--- config.mk ---
export PLATFORM = sky130hd
export DESIGN_NAME = serial_alu
export DESIGN_NICKNAME = d
export VERILOG_FILES = /design/src/rtl/alu_pkg.sv /design/src/rtl/alu_bit_slice.sv /design/src/rtl/serial_alu.sv
export SDC_FILE = /design/constraint.sdc
export NUM_CORES = 1
export LEC_CHECK = 0
export BUFFER_PORTS_ARGS = -buffer_cell sky130_fd_sc_hd__buf_2
export CAP_MARGIN = 0
export CORE_UTILIZATION = 45
export CTS_CLUSTER_DIAMETER = 200
export CTS_CLUSTER_SIZE = 10
export DETAILED_ROUTE_END_ITERATION = 16
export GPL_TIMING_DRIVEN = 0
export PLACE_DENSITY_LB_ADDON = 0.15
export SLEW_MARGIN = 20
export SYNTH_ARGS = -nofsm -noshare
export SYNTH_HDL_FRONTEND = slang
export SYNTH_HIERARCHICAL = 1
export SYNTH_SLANG_ARGS = --single-unit
--- constraint.sdc ---
create_clock -name clk -period 3.92 [get_ports clk]
set_clock_uncertainty 0.05 [all_clocks]
set_input_delay 0.784 -clock clk [delete_from_list [all_inputs] [get_ports clk]]
set_output_delay 0.784 -clock clk [all_outputs]
set_load 0.02 [all_outputs]
--- src/rtl/alu_pkg.sv ---
// Shared encodings, FSM states and control decode for the bit-serial ALU.
// SERIAL_ALU_NOR_EN: when defined, alu_ctl 1100 decodes to NOR; otherwise it is illegal.
package alu_pkg;

  localparam logic [3:0] CTL_AND = 4'b0000;
  localparam logic [3:0] CTL_OR  = 4'b0001;
  localparam logic [3:0] CTL_ADD = 4'b0010;
  localparam logic [3:0] CTL_SUB = 4'b0110;
  localparam logic [3:0] CTL_SLT = 4'b0111;
  localparam logic [3:0] CTL_NOR = 4'b1100;

  localparam logic [1:0] OP_AND  = 2'b00;
  localparam logic [1:0] OP_OR   = 2'b01;
  localparam logic [1:0] OP_ADD  = 2'b10;
  localparam logic [1:0] OP_LESS = 2'b11;

  typedef enum logic [1:0] {
    IDLE = 2'b00,
    RUN  = 2'b01,
    FIX  = 2'b10,
    DONE = 2'b11
  } state_e;

  typedef struct packed {
    logic [1:0] op;
    logic       b_inv;
    logic       arith;
    logic       slt;
    logic       illegal;
  } ctl_t;

  function automatic int cnt_width(input int w);
    return (w < 2) ? 1 : $clog2(w);
  endfunction

  // a_invert is decoded separately by the sequencer so it vanishes when NOR is disabled
  function automatic ctl_t decode_ctl(input logic [3:0] ctl);
    ctl_t d;
    d = '{op: OP_AND, b_inv: 1'b0, arith: 1'b0, slt: 1'b0, illegal: 1'b0};
    case (ctl)
      CTL_AND: d.op = OP_AND;
      CTL_OR:  d.op = OP_OR;
      CTL_ADD: begin
        d.op    = OP_ADD;
        d.arith = 1'b1;
      end
      CTL_SUB: begin
        d.op    = OP_ADD;
        d.b_inv = 1'b1;
        d.arith = 1'b1;
      end
      CTL_SLT: begin
        d.op    = OP_LESS;
        d.b_inv = 1'b1;
        d.arith = 1'b1;
        d.slt   = 1'b1;
      end
`ifdef SERIAL_ALU_NOR_EN
      CTL_NOR: begin
        d.op    = OP_AND;
        d.b_inv = 1'b1;
      end
`endif
      default: d.illegal = 1'b1;
    endcase
    return d;
  endfunction

endpackage

--- src/rtl/alu_bit_slice.sv ---
// Combinational 1-bit ALU slice: invertible operands, full adder, AND/OR/ADD/LESS select,
// plus the set (sum) and overflow (carry_in ^ carry_out) taps used at the MSB.
module alu_bit_slice
  import alu_pkg::*;
(
  input  logic       a,
  input  logic       b,
  input  logic       a_invert,
  input  logic       b_invert,
  input  logic       carry_in,
  input  logic       less,
  input  logic [1:0] operation,
  output logic       result,
  output logic       carry_out,
  output logic       set,
  output logic       overflow
);

  logic aa;
  logic bb;
  logic sum;

  always_comb begin
    aa        = a ^ a_invert;
    bb        = b ^ b_invert;
    sum       = aa ^ bb ^ carry_in;
    carry_out = (aa & bb) | (aa & carry_in) | (bb & carry_in);
    set       = sum;
    overflow  = carry_in ^ carry_out;
    case (operation)
      OP_AND:  result = aa & bb;
      OP_OR:   result = aa | bb;
      OP_ADD:  result = sum;
      default: result = less;
    endcase
  end

endmodule

--- src/rtl/serial_alu.sv ---
// Bit-serial WIDTH-bit ALU sequencer driving one alu_bit_slice LSB-first, one bit per clock.
// SERIAL_ALU_NOR_EN: when defined, alu_ctl 1100 performs NOR (adds the a_invert register).
module serial_alu
  import alu_pkg::*;
#(
  parameter int WIDTH = 32
) (
  input  logic             clk,
  input  logic             rst_n,
  input  logic             start,
  input  logic [3:0]       alu_ctl,
  input  logic [WIDTH-1:0] src_a,
  input  logic [WIDTH-1:0] src_b,
  output logic             busy,
  output logic             done,
  output logic [WIDTH-1:0] result,
  output logic             zero,
  output logic             overflow
);

  localparam int CNT_W = cnt_width(WIDTH);
  localparam logic [CNT_W-1:0] LAST_BIT = CNT_W'(WIDTH - 1);

  state_e           state_q, state_d;
  logic [WIDTH-1:0] a_q, a_d;
  logic [WIDTH-1:0] b_q, b_d;
  logic [WIDTH-2:0] res_q, res_d;
  logic [CNT_W-1:0] cnt_q, cnt_d;
  logic             carry_q, carry_d;
  ctl_t             ctl_q, ctl_d;
  logic             set_q, set_d;
  logic             ovf_q, ovf_d;
  logic [WIDTH-1:0] result_q, result_d;
  logic             zero_q, zero_d;
  logic             overflow_q, overflow_d;

  logic             a_inv;
  logic             s_res;
  logic             s_cout;
  logic             s_set;
  logic             s_ovf;
  logic [WIDTH-1:0] res_full;

  alu_bit_slice u_slice (
    .a         (a_q[0]),
    .b         (b_q[0]),
    .a_invert  (a_inv),
    .b_invert  (ctl_q.b_inv),
    .carry_in  (carry_q),
    .less      (1'b0),
    .operation (ctl_q.op),
    .result    (s_res),
    .carry_out (s_cout),
    .set       (s_set),
    .overflow  (s_ovf)
  );

`ifdef SERIAL_ALU_NOR_EN
  logic a_inv_q, a_inv_d;

  always_comb begin
    a_inv_d = a_inv_q;
    if (state_q == IDLE && start) a_inv_d = (alu_ctl == CTL_NOR);
  end

  always_ff @(posedge clk or negedge rst_n) begin
    if (!rst_n) a_inv_q <= 1'b0;
    else        a_inv_q <= a_inv_d;
  end

  assign a_inv = a_inv_q;
`else
  assign a_inv = 1'b0;
`endif

  always_comb begin
    state_d    = state_q;
    a_d        = a_q;
    b_d        = b_q;
    res_d      = res_q;
    cnt_d      = cnt_q;
    carry_d    = carry_q;
    ctl_d      = ctl_q;
    set_d      = set_q;
    ovf_d      = ovf_q;
    result_d   = result_q;
    zero_d     = zero_q;
    overflow_d = overflow_q;
    // the incoming slice bit enters at the MSB; after WIDTH shifts this is the whole word
    res_full   = {s_res, res_q};

    case (state_q)
      IDLE: begin
        if (start) begin
          state_d = RUN;
          a_d     = src_a;
          b_d     = src_b;
          ctl_d   = decode_ctl(alu_ctl);
          cnt_d   = '0;
          carry_d = ctl_d.b_inv;
          res_d   = '0;
        end
      end
      RUN: begin
        carry_d = s_cout;
        a_d     = a_q >> 1;
        b_d     = b_q >> 1;
        res_d   = res_full[WIDTH-1:1];
        cnt_d   = cnt_q + 1'b1;
        if (cnt_q == LAST_BIT) begin
          set_d = s_set;
          ovf_d = ctl_q.arith & s_ovf;
          if (ctl_q.slt) begin
            state_d = FIX;
          end else begin
            state_d    = DONE;
            result_d   = ctl_q.illegal ? '0 : res_full;
            zero_d     = (result_d == '0);
            overflow_d = ctl_q.arith & s_ovf;
          end
        end
      end
      FIX: begin
        state_d    = DONE;
        result_d   = {{(WIDTH-1){1'b0}}, set_q};
        zero_d     = ~set_q;
        overflow_d = ovf_q;
      end
      DONE: state_d = IDLE;
      default: state_d = IDLE;
    endcase
  end

  always_ff @(posedge clk or negedge rst_n) begin
    if (!rst_n) begin
      state_q    <= IDLE;
      a_q        <= '0;
      b_q        <= '0;
      res_q      <= '0;
      cnt_q      <= '0;
      carry_q    <= 1'b0;
      ctl_q      <= '0;
      set_q      <= 1'b0;
      ovf_q      <= 1'b0;
      result_q   <= '0;
      zero_q     <= 1'b0;
      overflow_q <= 1'b0;
    end else begin
      state_q    <= state_d;
      a_q        <= a_d;
      b_q        <= b_d;
      res_q      <= res_d;
      cnt_q      <= cnt_d;
      carry_q    <= carry_d;
      ctl_q      <= ctl_d;
      set_q      <= set_d;
      ovf_q      <= ovf_d;
      result_q   <= result_d;
      zero_q     <= zero_d;
      overflow_q <= overflow_d;
    end
  end

  assign busy     = (state_q == RUN) || (state_q == FIX);
  assign done     = (state_q == DONE);
  assign result   = result_q;
  assign zero     = zero_q;
  assign overflow = overflow_q;

endmodule
## Yosys cells after proc, flatten, opt, wreduce, memory -nomap -nowiden

Index checks and enable logic that the tools add are counted.
W data, S select, Z words.

- Register bits: 145
- Latch bits: 0
- Memory bits (writable): 0
- Memory bits (read-only): 0
- Memories: 0

- $add $sub $neg: 1
- Multiply operators: 0
- Div/mod/pow operators: 0
- $lt $le $gt $ge: 0
- Equality and inequality tests: 13
- Shift operators: 0
- Muxes and demuxes: 30
- Bitwise logic cells: 12
- Reductions and logical operators: 16

Operator list:

| cell | number |
|---|---|
| $pmux W32 S2 | 3 |
| $mux W32 | 5 |
| $pmux W31 S2 | 1 |
| $logic_not A32 Y1 | 1 |
| $mux W31 | 1 |
| $mux W1 | 10 |
| $pmux W5 S2 | 1 |
| $eq A4 B3 Y1 const B | 2 |
| $pmux W2 S4 | 1 |
| $reduce_and A2 Y1 | 4 |
| $eq A2 B2 Y1 const B | 3 |
| $ne A2 B2 Y1 const B | 3 |
| $pmux W1 S2 | 3 |
| $pmux W2 S3 | 1 |
| $add A5 B1 Y5 const B | 1 |
| $eq A5 B5 Y1 const B | 1 |
| $mux W5 | 1 |
| $reduce_or A5 Y1 | 1 |
| $and A1 B1 Y1 | 4 |
| $eq A2 B1 Y1 const B | 2 |
| $eq A4 B1 Y1 const B | 1 |
| $eq A4 B2 Y1 const B | 1 |
| $logic_not A2 Y1 | 2 |
| $logic_not A4 Y1 | 1 |
| 10 further kinds | 18 |

## Depth between registers and ports, before layout

Gate-level depths: netlist of run 1.

- Depth in word-level cells: 9
- Depth in mapped cells: 9

## Modules after synthesis

Netlist of run 1, hierarchy kept.

By module, submodules not included:

| module | instances | cells an instance | area each (um2) |
|---|---|---|---|
| serial_alu | 1 | 520 | 6189.7 |
| alu_bit_slice | 1 | 13 | 116.4 |

## Worst setup path before layout of run 1

OpenSTA, ideal clock, no wires.

- Path kind: reg-to-reg
- Start: register a_q[0]
- End: register zero_q, in the netlist zero
- Library setup time: 77 ps
- Data arrival time: 2161 ps
- Required time: 3793 ps
- Path slack: 1631 ps
- Cell stages (with the launch flop): 10
- Buffers on the path: 0
- Period minus slack after synthesis: 2289 ps
- Path through: dfrtp_1 > xor2_1 > inv_1 > fa_1 > inv_1 > mux4_2 > nor4_1 > nand4_1 > o21a_1 > a21oi_1

- Longest elaborated chain between the ends: 8
- Elaborated cells on any way between the ends: 10
- Classes of those cells: mux: 5; bitwise: 4; reduce/logical: 1

RTL lines:

| element | RTL line | RTL |
|---|---|---|
| start: declaration | serial_alu.sv:25 | `logic [WIDTH-1:0] a_q, a_d;` |
| start signal: assignment | serial_alu.sv:137 | `a_q <= '0;` |
| start signal: assignment | serial_alu.sv:150 | `a_q <= a_d;` |
| $xor A1 B1 Y1 (2 in series) | alu_bit_slice.sv:26 | `sum = aa ^ bb ^ carry_in;` |
| net s_set | serial_alu.sv:40 | `logic s_set;` |
| $pmux W1 S3 | alu_bit_slice.sv:30 | `case (operation)` |
| net s_res | serial_alu.sv:38 | `logic s_res;` |
| $mux W32 | serial_alu.sv:117 | `result_d = ctl_q.illegal ? '0 : res_full;` |
| $logic_not A32 Y1 | serial_alu.sv:118 | `zero_d = (result_d == '0);` |
| $mux W1 | serial_alu.sv:113 | `if (ctl_q.slt) begin` |
| $mux W1 | serial_alu.sv:110 | `if (cnt_q == LAST_BIT) begin` |
| $pmux W1 S2 | serial_alu.sv:92 | `case (state_q)` |
| end signal: assignment | serial_alu.sv:159 | `zero_q <= zero_d;` |
| end: declaration | serial_alu.sv:34 | `logic zero_q, zero_d;` |

The timed path passes the listed nets, and every way through them passes these cells. The select of a mux whose other input is x is not followed.
A chain may end at the register's enable or synchronous reset.

## Worst setup path after layout of run 1

Same ends and word-level chain as after synthesis.

==> impl_summary.md, run 1 <==
Outcome
The run finished with clean final reports.

Drt
The iteration-0 DRC count of the detailed router is 244. For this run, design rule violations remaining after detail routing come to 0. The detail-routed net length per standard cell is 15.6 um. In this run the remaining antenna-violating nets after routing total 0. Dividing the detail-routed via count by the number of cells gives 5.27. The first-pass iteration count of the detailed router is 4. Summed over all layers, the routed wires come to 13300 um. Across all layers, the routed design uses 4477 vias.

Clock tree
The clock input transition at the sequential cells of the worst setup and hold paths is 0.05 ns. Counting along the longest clock path gives a buffer depth of 2. The clock latency reported for the late side of the worst-skew pair is 0.42 ns.

The number of gates given a new drive strength after cts is 0. The number of clock sinks is 145. The post-CTS repair timing setup buffer count is 0. The number of hold-repair buffers added at the cts stage is 0. The level count of the clock H-tree is 4. The TritonCTS clock tree is built. The number of buffers created by CTS is 17. The clock root buffer master is sky130_fd_sc_hd__clkbuf_16.

Global route
The number of antenna violations at the first check in global routing was 0. The number of global-route vias before repair is 4692. In the global route stage, met1 resource usage came out at 0.244. The global-route congestion overflow total is 0. In the global route stage, overall resource usage came out at 0.202. The first global-routing pass estimated 22700 um of wire. Entering global routing, the biggest net connects 78 pins. The most used routing layer in global routing is met2. For this run, global-route usage on met3 was measured as 0.0608. For met2 alone, demand over resource in global routing was 0.340.

Setup path
The cell type group with the largest total delay on the critical path is multiplexers. Of all nets on the critical path, the largest fanout is 3. The worst setup path is launched from a flop.

The critical path contains buffers and inverters numbering 2 combined. The worst stage delay on the critical path is 0.51 ns. Walking the worst path, the cells encountered are xor2_1, inv_1, fa_1, inv_1, mux4_2, nor4_1, nand4_1, o21a_1, a21oi_1.

The cell repeated most along the worst path is sky130_fd_sc_hd__inv_1. Data on the critical path is required at its endpoint by 4.20 ns. The type of destination of the critical path is a flop. The slowest stage cell on the critical path is sky130_fd_sc_hd__mux4_2.

The critical path is of the reg -> reg type. At the worst endpoint, the arrival time is 2.85 ns.

Timing
For the pin with the worst max-slew slack, the measured transition is 0.573 ns. In the finished design, the share of the clock period the worst path needs comes to 0.655. Setup violations remaining at the end of the flow were counted as 0. Setup repair after global routing left no endpoint under its margin.

The number of hold violations in the final report came to 0. In this run the tightest slew margin relative to its limit is 0.618. The achievable clock frequency is 389 MHz.

The total negative setup slack is 0 ns. The routed design could run at a clock period as short as 2.57 ns. The number of max-slew violations in the final report is 0.

Die
The total core area is 13500 um2. Row generation in the floorplan step produced 42 rows. The floorplan step set the die width to 120 um. The total die area is 14500 um2. Measured along the y axis, the die boundary spans 120 um. 107 I/O pins were placed.

The initial utilization of the core area, before any placement, comes to 0.469.

Synthesis
In this run, synthesis produced a sequential element count of 145. The area fraction of the dominant cell type after synthesis is 0.575. After synthesis, the share of flip-flops with an asynchronous set or reset is 1.00.

The area of the mapped netlist is 6310 um2. The number of flops mapped to enable cells by yosys is 0. The average cell area after synthesis is 11.8 um2. Sorting the synthesized cells by area gives the leading types as sky130_fd_sc_hd__dfrtp_1 (58%), sky130_fd_sc_hd__mux2i_1 (10%), sky130_fd_sc_hd__a22o_1 (9.2%). The flip-flop cell with the highest count after synthesis is sky130_fd_sc_hd__dfrtp_1. The cell type contributing the most total cell area after synthesis is sky130_fd_sc_hd__dfrtp_1. Yosys printed 6 warnings. Ranked by instance count, the synthesized netlist is headed by sky130_fd_sc_hd__dfrtp_1 (145), sky130_fd_sc_hd__nand2_1 (74), sky130_fd_sc_hd__o21ai_0 (72). The synthesized netlist contains 44 unique library cells.

Synthesis produced 533 cells. The most frequently used cell type in the post-synthesis netlist is sky130_fd_sc_hd__dfrtp_1. The sequential share of the synthesized area is 0.575.

Run
Across the run, the number of max-cap violations was 0.

Place
Port buffering added 106 buffers. The HPWL reported at the end of detailed placement is 9500 um. The weighted congestion at the end of routability-driven global placement is 0.753.

Hold path
The worst hold path belongs to the class in -> async.

Finish
The final core utilization is 0.572. The layout cell share with drive strength beyond 1 is 0.259. 0 antenna diodes ended up in the layout. The net count reported at finish is 741. From synthesis to final layout, the design area changed by 22.0%. The layout filler cell count is 1198.

Pwr
IR analysis of the VDD net gives a maximum drop of 350 uV. The power density over the cells is 759 nW/um2. The analysis attributes to cell leakage a power of 3.82 nW.
[final cells by class]
type	instances	area, um2	area share
plain buffers	36	206	0.0268
clock buffers	27	493	0.0641
clock inverters	5	100	0.0130
inverters	9	33.8	0.00439
multi-input cells	344	2440	0.317
flip-flops and latches	145	3630	0.472
well taps	176	220	0.0286
repair buffers	107	568	0.0739
[sequential cells by signal (all words and copies together), names as in the netlist]
register,count
res_q,31
overflow,1
result,32
set_q,1
zero,1
ovf_q,1
carry_q,1
b_q,32
state_q,2
cnt_q,5
a_q,32
ctl_q,6
[per-layer routing]
layer / up-vias / wire length (um)
li1: 2174 / -
met1: 2185 / 5780
met2: 98 / 6540
met3: 20 / 706
met4: 0 / 246
met5: - / 0
[metrics by stage]
step	instance area (um2)	hold slack (ns)	setup WS, ns	total power, mW	instances
after global placement	7060	0.411	0.0328	4.15	816
after detailed placement	7100	0.419	1.38	4.26	817
final	7690	0.293	1.35	5.84	849
after floorplan	6310	0.399	1.63	3.68	534
after CTS	7690	0.309	1.35	5.90	849
after global routing	7690	0.336	1.17	6.26	849
[cell usage in the layout, fill, tap and decap left out, types with 4 or more instances in the layout]
| cell | count |
|---|---|
| sky130_fd_sc_hd__dfrtp_1 | 145 |
| sky130_fd_sc_hd__buf_2 | 123 |
| sky130_fd_sc_hd__nand2_1 | 74 |
| sky130_fd_sc_hd__o21ai_0 | 72 |
| sky130_fd_sc_hd__a22o_1 | 66 |
| sky130_fd_sc_hd__mux2i_1 | 63 |
| sky130_fd_sc_hd__clkbuf_16 | 17 |
| sky130_fd_sc_hd__clkbuf_1 | 13 |
| sky130_fd_sc_hd__buf_4 | 10 |
| sky130_fd_sc_hd__ha_1 | 9 |
| sky130_fd_sc_hd__inv_1 | 8 |
| sky130_fd_sc_hd__nor4_1 | 8 |
| sky130_fd_sc_hd__nor2_1 | 5 |
| sky130_fd_sc_hd__a21o_1 | 4 |
| sky130_fd_sc_hd__nor2b_1 | 4 |
[report_power, final]
| group | switching, mW | leakage, nW | internal (mW) |
|---|---|---|---|
| Sequential | 0.264 | 1.90 | 1.92 |
| Combinational | 1.20 | 1.63 | 0.819 |
| Clock | 0.584 | 0.290 | 1.05 |
| Total | 2.05 | 3.82 | 3.79 |
[cell families after synthesis]
group / share of synthesized area
other: 0.000595
AOI/OAI and AO/OA: 0.169
buffers and inverters: 0.0381
muxes: 0.112
DFF: 0.575
adders and majority gates: 0.0210
and+or+nand+nor: 0.0776
xor gates and xnor gates: 0.00556
[final timing paths]
path,from,end,slack (ns),depth (start not counted)
worst max-delay path,a_q[0]$_DFFE_PN0P_,zero$_DFFE_PN0P_,1.35,9
worst min-delay path,rst_n,result[1]$_DFFE_PN0P_,0.29,1
worst max register to register,a_q[0]$_DFFE_PN0P_,zero$_DFFE_PN0P_,1.35,9
worst min register to register,a_q[5]$_DFFE_PN0P_,a_q[5]$_DFFE_PN0P_,0.43,2
max in group asynchronous,rst_n,a_q[13]$_DFFE_PN0P_,2.79,2
min in group clk,a_q[5]$_DFFE_PN0P_,a_q[5]$_DFFE_PN0P_,0.43,2
Note: power is estimated with default switching activity, not from simulation.
==> inputs of run 2 (changes only) <==
--- a/config.mk
+++ b/config.mk
@@ -5,6 +5,7 @@
 export SDC_FILE = /design/constraint.sdc
 export NUM_CORES = 1
 export LEC_CHECK = 0
+export ABC_AREA = 1
 export BUFFER_PORTS_ARGS = -buffer_cell sky130_fd_sc_hd__buf_2
 export CAP_MARGIN = 0
 export CORE_UTILIZATION = 45
==> constraint.sdc (replaced) <==
create_clock -name clk -period 2.69 [get_ports clk]
set_clock_uncertainty 0.05 [all_clocks]
set_input_delay 0.538 -clock clk [delete_from_list [all_inputs] [get_ports clk]]
set_output_delay 0.538 -clock clk [all_outputs]
set_load 0.02 [all_outputs]
==> impl_summary.md, run 2 <==
Global route
The total routing usage reported by global routing was 0.221 (+0.0192). The first-pass GRT wire length was 25500 um (+12%). The number of antenna violations at the first check in global routing is 0 (unchanged). The global-route congestion overflow total is 0 (unchanged). The number of global-route vias before repair is 5341 (+14%). The maximum number of pins on one net before global-route repair came to 92 (+18%).

Synthesis
The area of the mapped netlist was 6450 um2 (+2.4%). The most frequently used cell type in the post-synthesis netlist is sky130_fd_sc_hd__nand2_1. The average cell area after synthesis is 8.76 um2 (-26%).

The synthesized netlist cell count is 737 (+38%). For this run, the leading register cell type out of synthesis is sky130_fd_sc_hd__dfrtp_1. Ranked by total cell area, the synthesized netlist is headed by sky130_fd_sc_hd__dfrtp_1 (56%), sky130_fd_sc_hd__nand2_1 (11%), sky130_fd_sc_hd__a31oi_1 (6.0%).

The count of yosys warnings during synthesis came to 6 (unchanged). sky130_fd_sc_hd__dfrtp_1 takes more of the synthesized area than any other cell. The number of flops mapped to enable cells by yosys is 0 (unchanged).

The number of unique standard cell types used by synthesis was 30 (-32%). The sequential share of the synthesized area is 0.562 (-0.0133). The number of synthesized register bits is 145 (unchanged). The area fraction of the dominant cell type after synthesis is 0.562 (-0.0133). Counting instances in the post-synthesis netlist gives the leading cell types as sky130_fd_sc_hd__nand2_1 (196), sky130_fd_sc_hd__dfrtp_1 (145), sky130_fd_sc_hd__nor2_1 (81). The share of synthesized flip-flops with an asynchronous set or reset is 1.00 (unchanged).

Pwr
The peak supply drop was 474 uV (+36%). The leakage power is 3.77 nW (-1.5%). The power density over the cells is 1190 nW/um2 (+57%).

Drt
The remaining antenna violation count after routing is 0 (unchanged). The number of vias in the routed layout is 5490 (+23%). The iteration-0 DRC count of the detailed router came to 409 (+68%). The ratio of routed vias to standard cells is 5.19 (-1.6%).

The detail-routed net length per standard cell came to 14.3 um (-8.2%). The detailed-route wire length is 15200 um (+14%). The first-pass iteration count of the detailed router is 5 (+1). The number of remaining DRC errors was 0 (unchanged).

Clock tree
The number of clock sinks was 145 (unchanged). The number of gates given a new drive strength after cts is 0 (unchanged). The level count of the clock H-tree came to 4 (unchanged). The clock input transition at the sequential cells of the worst setup and hold paths is 0.06 ns (about the same).

TritonCTS built the clock tree. The post-CTS repair timing setup buffer count is 0 (unchanged). The number of hold-repair buffers added at the cts stage is 1 (+1). The number of buffers created by CTS is 17 (unchanged).

The buffer depth of the longest clock path is 2 (unchanged). CTS placed an instance of sky130_fd_sc_hd__clkbuf_16 at the clock tree root. The clock latency reported for the late side of the worst-skew pair came to 0.42 ns (about the same).

Setup path
The arrival time at the worst endpoint was 2.54 ns (-0.31 ns). The startpoint of the worst-slack reg-to-reg timing path is b_q[0]$_DFFE_PN0P_. The number of buffer and inverter stages on the critical path was 1 (-1). In this run the critical register-to-register path is captured at zero$_DFFE_PN0P_. The cell repeated most along the worst path is sky130_fd_sc_hd__nand2_1. The type of destination of the critical path is a flop. STA classifies the critical path startpoint as a flop. The worst stage delay on the critical path was 0.53 ns (+0.02 ns). The slowest stage of the critical path belongs to the cell sky130_fd_sc_hd__fa_1. The logic depth of the worst register-to-register path is 13 (+4). The highest fanout seen on the critical path was 2 (-1).

The cell type group with the largest total delay on the critical path is simple AND/OR/NAND/NOR gates. The critical path in this run is classified as reg -> reg. The reg-to-reg setup timing slack is 0.45 ns (-0.90 ns). The worst endpoint required time was 2.99 ns (-1.21 ns).

In this run the worst setup path begins at b_q[0]$_DFFE_PN0P_. The critical path goes through xor2_1, inv_1, fa_1, nand2_1, nand3_1, nand2_1, nand2_1, nand3_1, nor2_1, nand2_1, nor2_1, nand2_1, a21oi_1.

Timing
Setup repair after global routing left no endpoint under its margin. The achievable clock frequency is 447 MHz (+15%). The time the worst path needs with I/O delays and setup is 2.24 ns (-0.329 ns). The number of hold violations in the final report is 0 (unchanged).

The worst hold margin is 0.297 ns (+0.00425 ns). The share of the clock period used by the worst path is 0.832 (+0.177). The number of max-slew violations in the final report is 0 (unchanged). The total of endpoints with negative setup slack in the final report came to 0 (unchanged). The total negative setup slack is 0 ns (unchanged).

Die
The die extent in x is 122 um (+1.2%). The total core area is 13900 um2 (+3.6%). The cell row count is 43 (+2.4%). The initial core utilization is 0.463 (-0.00552). The I/O pin count is 107 (unchanged). The total die area came to 14800 um2 (+2.3%). The height of the die is 122 um (+1.2%).

Place
The number of cells after detailed placement is 1025 (+25%). The placement-stage cell area is 7250 um2 (+2.2%). The number of buffers added on ports came to 106 (unchanged). The weighted congestion at the end of routability-driven global placement is 0.782 (+3.8%). The HPWL reported at the end of detailed placement came to 10800 um (+13%).

Finish
The antenna cell count came to 0 (unchanged). The net count reported at finish was 946 (+28%). Compared with the post-synthesis result, the final layout area differs by 21.8%. The library cells used most frequently in the layout, excluding fill and tap cells, are sky130_fd_sc_hd__nand2_1 (196), sky130_fd_sc_hd__dfrtp_1 (145), sky130_fd_sc_hd__buf_2 (129). The layout cell share with drive strength beyond 1 is 0.198 (-0.0604). The final instance area is 7860 um2 (+2.2%). The count of non-filler cells in the finished layout came to 1058 (+25%). The commonest non-fill, non-tap cell in the layout is sky130_fd_sc_hd__nand2_1.

Hold path
The startpoint identified for the worst hold timing path is src_a[31]. For hold timing, the worst endpoint is a_q[31]$_DFFE_PN0P_. The cell depth of the worst min-delay path is 2. The min-delay analysis places its worst path in the category in -> reg.

Outcome
The run finished with clean final reports.

Run
The count of max-cap constraint violations was 0 (unchanged).
run 2: cell count changes after synthesis, sizes merged, moves of 29 or more:
| cell | previous run | this run |
|---|---|---|
| nand2 | 76 | 196 |
| nor2 | 6 | 81 |
| a22o | 66 | 2 |
| mux2i | 64 | 0 |
| a31oi | 2 | 62 |
| inv | 9 | 51 |
| o22ai | 0 | 30 |
| nand3 | 2 | 31 |
run 2: area by class of cell:
class                           instances  area [um2]
Fill cell                            1293        6070
Sequential cell                       145        3630
Multi-Input combinational cell        491        2380
Timing Repair Buffer                  108         578
Clock buffer                           23         468
Buffer                                 50         255
Tap cell                              180         225
Inverter                               52         195
Clock inverter                          9         131
run 2: worst max path at each step:
stage,to,slack (ns),depth (start not counted)
3_5_place_dp,zero$_DFFE_PN0P_,0.47,13
2_1_floorplan,zero$_DFFE_PN0P_,0.77,13
4_1_cts,zero$_DFFE_PN0P_,0.42,13
3_3_place_gp,a_q[17]$_DFFE_PN0P_,-1.03,1
6_report,zero$_DFFE_PN0P_,0.45,13
5_1_grt,zero$_DFFE_PN0P_,0.30,13
run 2: metrics by stage:
| step | total power [mW] | utilization | worst slack, ns |
|---|---|---|---|
| final | 9.34 | 0.564 | 0.451 |
| after global routing | 10.0 | 0.564 | 0.299 |
| after CTS | 9.42 | 0.564 | 0.417 |
| after detailed placement | 6.98 | 0.520 | 0.467 |
| after global placement | 6.83 | 0.518 | -1.03 |
| after floorplan | 5.94 | - | 0.767 |
run 2: power breakdown:
group / internal [mW] / leakage, nW / total [mW] / switching (mW)
clock: 1.51 / 0.283 / 2.41 / 0.905
combinational: 1.27 / 1.68 / 3.65 / 2.38
sequential: 2.89 / 1.81 / 3.28 / 0.393
run 2: cells by family (layout without fill, tap and decap cells):
logic type,count (synthesis),count (layout),synth area share
other cells,1,2,0.000581
buf+inv,102,242,0.0698
mux,1,1,0.00174
flops,145,145,0.562
xor+xnor,3,3,0.00407
simple gates,312,312,0.189
fa+ha+maj,10,10,0.0205
compound gates,163,163,0.152
run 2: layer usage:
| metal | vias up | GRT usage | part of all wire |
|---|---|---|---|
| met4 | 0 | 0.0787 | 0.012 |
| met5 | - | 0 | 0 |
| met1 | 2653 | 0.294 | 0.47 |
| li1 | 2705 | - | - |
| met3 | 13 | 0.0510 | 0.042 |
| met2 | 119 | 0.355 | 0.47 |
